===== config.mk =====
export PLATFORM = sky130hd
export DESIGN_NAME = ro_assoc_cache
export DESIGN_NICKNAME = d
export VERILOG_FILES = /design/src/rtl/ro_assoc_cache_pkg.sv /design/src/rtl/ro_assoc_cache_prio_enc_lsb.sv /design/src/rtl/ro_assoc_cache.sv
export SDC_FILE = /design/constraint.sdc
export NUM_CORES = 1
export LEC_CHECK = 0
export ABC_AREA = 1
export CORE_MARGIN = 1
export CORE_UTILIZATION = 40
export CTS_CLUSTER_SIZE = 40
export DETAILED_ROUTE_END_ITERATION = 6
export MAX_ROUTING_LAYER = met4
export PLACE_DENSITY = 0.56
export RECOVER_POWER = 100
export SLEW_MARGIN = 10
export SYNTH_ARGS = -nofsm -noshare
export SYNTH_HDL_FRONTEND = slang
export SYNTH_SLANG_ARGS = --single-unit

===== constraint.sdc =====
create_clock -name clk -period 12.3 [get_ports clk]
set_clock_uncertainty 0.2 [all_clocks]
set_input_delay 3.69 -clock clk [delete_from_list [all_inputs] [get_ports clk]]
set_output_delay 3.69 -clock clk [all_outputs]
set_load 0.01 [all_outputs]

===== src/rtl/ro_assoc_cache_pkg.sv =====
// Shared constants for the read-only fully-associative word cache.
package ro_assoc_cache_pkg;

    // Byte-offset bits dropped from an address to form the word tag.
    localparam int unsigned OFFSET_BITS = 2;

endpackage


===== src/rtl/ro_assoc_cache_prio_enc_lsb.sv =====
// Lowest-set-bit priority encoder: one-hot of the first request plus its index.
module prio_enc_lsb #(
    parameter int unsigned N = 8
) (
    input  logic [N-1:0]         req,
    output logic [N-1:0]         onehot,
    output logic [$clog2(N)-1:0] idx,
    output logic                 any
);

    localparam int unsigned IDX_W = $clog2(N);

    logic found;

    always_comb begin
        onehot = '0;
        idx    = '0;
        found  = 1'b0;
        for (int i = 0; i < N; i++) begin
            if (req[i] && !found) begin
                found     = 1'b1;
                onehot[i] = 1'b1;
                idx       = IDX_W'(i);
            end
        end
    end

    assign any = |req;

endmodule


===== src/rtl/ro_assoc_cache.sv =====
// Read-only fully-associative word cache: same-cycle hit flag, registered hit data,
// fills go to a matching tag, then the lowest free entry, then a round-robin victim.
module ro_assoc_cache
    import ro_assoc_cache_pkg::*;
#(
    parameter int unsigned W_DATA    = 32,
    parameter int unsigned W_ADDR    = 32,
    parameter int unsigned N_ENTRIES = 8
) (
    input  logic              clk,
    input  logic              rst_n,
    input  logic [W_ADDR-1:0] raddr,
    output logic              rvalid,
    output logic [W_DATA-1:0] rdata,
    input  logic [W_ADDR-1:0] waddr,
    input  logic [W_DATA-1:0] wdata,
    input  logic              wen
);

    localparam int unsigned TAG_W = W_ADDR - OFFSET_BITS;
    localparam int unsigned IDX_W = $clog2(N_ENTRIES);

    logic [N_ENTRIES-1:0] valid_q;
    logic [TAG_W-1:0]     tag_q  [N_ENTRIES];
    logic [W_DATA-1:0]    data_q [N_ENTRIES];
    logic [IDX_W-1:0]     victim_q, victim_d;
    logic [W_DATA-1:0]    rdata_q;

    logic [TAG_W-1:0]     rtag, wtag;
    logic [N_ENTRIES-1:0] hit_vec, wmatch_vec;
    logic [N_ENTRIES-1:0] hit_oh, free_oh, victim_oh, wr_sel;
    logic [IDX_W-1:0]     hit_idx, free_idx;
    logic                 hit_any, free_any, wmatch_any;
    logic [W_DATA-1:0]    hit_data;

    assign rtag = raddr[W_ADDR-1:OFFSET_BITS];
    assign wtag = waddr[W_ADDR-1:OFFSET_BITS];

    always_comb begin
        hit_vec    = '0;
        wmatch_vec = '0;
        for (int i = 0; i < N_ENTRIES; i++) begin
            hit_vec[i]    = valid_q[i] && (tag_q[i] == rtag);
            wmatch_vec[i] = valid_q[i] && (tag_q[i] == wtag);
        end
    end

    assign wmatch_any = |wmatch_vec;

    prio_enc_lsb #(
        .N (N_ENTRIES)
    ) u_hit_enc (
        .req    (hit_vec),
        .onehot (hit_oh),
        .idx    (hit_idx),
        .any    (hit_any)
    );

    prio_enc_lsb #(
        .N (N_ENTRIES)
    ) u_free_enc (
        .req    (~valid_q),
        .onehot (free_oh),
        .idx    (free_idx),
        .any    (free_any)
    );

    // Indices are redundant here: the one-hot vectors drive the muxes directly.
    logic unused_idx;
    assign unused_idx = ^{hit_idx, free_idx};

    assign rvalid = hit_any;

    always_comb begin
        hit_data = '0;
        for (int i = 0; i < N_ENTRIES; i++) begin
            if (hit_oh[i]) begin
                hit_data = hit_data | data_q[i];
            end
        end
    end

    assign victim_oh = N_ENTRIES'(1) << victim_q;

    always_comb begin
        wr_sel   = '0;
        victim_d = victim_q;
        if (wen) begin
            if (wmatch_any) begin
                wr_sel = wmatch_vec;
            end else if (free_any) begin
                wr_sel = free_oh;
            end else begin
                wr_sel   = victim_oh;
                // Power-of-two depth: natural overflow gives the wrap to 0.
                victim_d = victim_q + IDX_W'(1);
            end
        end
    end

    always_ff @(posedge clk or negedge rst_n) begin
        if (!rst_n) begin
            valid_q  <= '0;
            victim_q <= '0;
            rdata_q  <= '0;
        end else begin
            valid_q  <= valid_q | wr_sel;
            victim_q <= victim_d;
            rdata_q  <= rvalid ? hit_data : '0;
        end
    end

    // Tags and data are qualified by valid_q, so they carry no reset.
    always_ff @(posedge clk) begin
        for (int i = 0; i < N_ENTRIES; i++) begin
            if (wr_sel[i]) begin
                tag_q[i]  <= wtag;
                data_q[i] <= wdata;
            end
        end
    end

    assign rdata = rdata_q;

endmodule


==> results.toml <==
[yosys]
synth_xor_area_share_pct = 4.58
synth_edf_count = 496
synth_top_family_by_area = "simple AND/OR/NAND/NOR gates"
yosysTopAreaCellShare_pct = 55.6
yosysWarnings = 0
synth_area_um2 = 26800
async_flop_share_pct = 7.98
avgSynthCellArea_um2 = 9.35
synth_adder_area_share_pct = 0.280
synth-compound-area-share_pct = 4.68
synthFlopType = "edfxtp_1"
synth.area.mux_share_pct = 0
syn_inst = 2863
ys_ff_latch = 539
yosysSeqAreaShare_pct = 59.7
syn_nets = 2968
synth_top_area_cell = "edfxtp_1"
synthSimpleGateAreaFrac_pct = 22.8
ys_types = 39
ys_top_cells_by_area = "edfxtp_1 56%, nand2_1 11%, nor2_1 5.2%"

[timing]
finalCriticalPeriod_ns = 11.43
setup_viol = 0
fin_setup_tns_ns = 0
relSlewSlack_pct = -99.4
rsz0062_at_grt = "no"
max_freq_ghz = 0.0875
hold_viol_final = 0
hold_ws_ns = 0.355
slew_viol_final = 728
worst_pin_slew_ns = 2.99
timing.final.crit_share_pct = 92.9
worst_slack_ns = 0.871

[clocking]
cts_tree = "built"
clock_path_buffers = 3
cts_resized = 0
clock_latency_ns = 0.66
holdBufCountCts = 0
h-tree-depth = 2
clock_sinks = 539
clk_pin_slew_ns = 0.06
root_buffer = "clkbuf_16"
cts_buffers = 61
cts_setup_buffers = 0

[global_route]
antenna_found_initial = 5
grt_pass1_wl_um = 160000
overflow = 0
grt_start_max_net_pins = 66
grt_usage_pct = 35.3
grt_pass1_vias = 20795

[floorplan]
die_w_um = 261
rows = 94
core_area_um2 = 66000
die-height_um = 261
ios = 132
die-area_um2 = 68000
start_util_pct = 40.6

[setup_path]
required_ns = 8.41
end_kind = "output port"
worstSetupPathType = "input port to output port"
cpLargestDelayFamily = "buffers and inverters"
worstPathMaxFanout = 9
cp_slowest_cell = "dlygate4sd3_1"
max_stage_delay_ns = 1.10
worstPathCellList = "dlygate4sd3_1 -> inv_1 -> nand2_1 -> o21ai_0 -> nor2_1 -> nand2_1 -> nor2_1 -> nand2_1 -> clkinv_1 -> nand2_1 -> nand3_1 -> nor2_1 -> nand3_1 -> dlygate4sd3_1"
arrival_ns = 7.54
path_buf_inv = 4
crit_top_cell = "nand2_1"
start_kind = "input port"

[detailed_routing]
firstDrtPassIters = 7
wl_per_cell_um = 29.5
via_count = 21725
drtIter0Drc = 2195
drc = 16
antenna_left = 0
routed_via_density = 5.52
wl_um = 116000

[worst_hold_path]
hp-class = "flop to flop"

[power]
p_total_mw = 4.81
p_leak_nw = 13.0
p_per_area_nw_per_um2 = 155
ir_worst_vdd_uv = 124

[cells_and_area]
finalInstanceArea_um2 = 31000
nNetsFinal = 3125
fin_cells = 3938
final_common_cell = "nand2_1"
fillers = 6206
area_growth_pct = 16.0
post-route-util_pct = 47.1
final_layout_size_suffix_gt1_share_pct = 6.28
layout_common_cells = "760 x nand2_1, 496 x edfxtp_1, 370 x nor2_1"

[place]
io_buffers = 127
place_area_um2 = 29100
dp_cells = 3821
dp_slack_ns = 1.38
gp_congestion = 1.07
hpwl_um = 80300

[outcome]
status = "finished with violations"
violations = "DRC, capacitance limit, slew limit"

[run]
cap_violations = 26
==> report_power, final <==
| part | switching (mW) | internal (mW) | leakage [nW] |
|---|---|---|---|
| combinational | 0.447 | 0.150 | 6.90 |
| sequential | 0.0784 | 2.20 | 5.06 |
| clock | 0.790 | 1.15 | 1.03 |
==> flip-flops by register name (all words and copies together), names as in the netlist <==
signal    flops
rdata        32
victim_q      3
valid_q       8
data_q      256
tag_q       240
==> worst paths after layout <==
path	to	slack, ns	from	depth (start not counted)
hold reg to reg	victim_q[1]	0.35	victim_q[1]	2
hold / removal	victim_q[1]	0.35	victim_q[1]	2
max in group asynchronous	rdata[4]	6.29	rst_n	2
setup reg to reg	tag_q[0][52]	5.91	valid_q[1]	12
setup / recovery	rvalid	0.87	raddr[31]	14
min in group asynchronous	rdata[29]	3.90	rst_n	2
==> final cells by class <==
class | count | area [um^2] | area share, %
Sequential cell | 539 | 16000 | 51.4
Timing Repair Buffer | 202 | 1690 | 5.45
Antenna cell | 3 | 7.51 | 0.0242
Clock buffer | 84 | 1720 | 5.55
Multi-Input combinational cell | 1816 | 8640 | 27.8
Clock inverter | 30 | 423 | 1.36
Tap cell | 864 | 1080 | 3.48
Inverter | 400 | 1510 | 4.86
==> Yosys cell counts (2+ instances only) <==
library cell and instances:
buf_2 62, o21ai_1 16, buf_4 25, nor2_2 3
a32oi_1 2, o21ai_0 71, a21oi_1 17, nand4_1 129
nor2_1 369, or2_2 4, and2_1 2, buf_6 9
nand3_2 3, o22ai_1 103, edfxtp_1 496, nor3_1 12
xor2_1 51, inv_4 2, or2_1 3, nand2_1 761
xnor2_1 89, inv_2 37, nor2_4 6, ha_1 6
inv_1 361, o211a_1 2, clkbuf_1 11, o211ai_1 4
nand3_1 155, dfrtp_1 43
==> worst reg2reg max path, cell delays in order, from the launching register on <==
cell	delay, ns
dfrtp_1	0.44
inv_1	0.49
a21oi_1	0.10
nand2_1	0.13
nor3_1	0.08
nand2_1	0.31
nor2_1	0.14
nor2_1	0.15
nand2_1	0.06
nor2_1	0.50
nand3_1	0.21
nand2_1	1.22
clkbuf_1	1.88
==> cell families (layout without fill, tap and decap cells) <==
| kind of cell | after synthesis | count (layout) |
|---|---|---|
| buffers and inverters | 508 | 716 |
| other | 0 | 3 |
| flip-flops | 539 | 539 |
| AO/OA/AOI/OAI | 218 | 218 |
| XOR/XNOR | 140 | 140 |
| adder cells (fa/ha/maj) | 6 | 6 |
| AND/OR/NAND/NOR | 1452 | 1452 |
==> metal layers <==
metal  wire length (um)  vias up  GRT usage, %
met5                  0        -             -
met4               5570        0          14.9
met3               8040      215          5.06
met2              54100      960          55.7
met1              48300    10768          45.3
li1                   -     9782             -
Note: power is estimated with default switching activity, not from simulation.
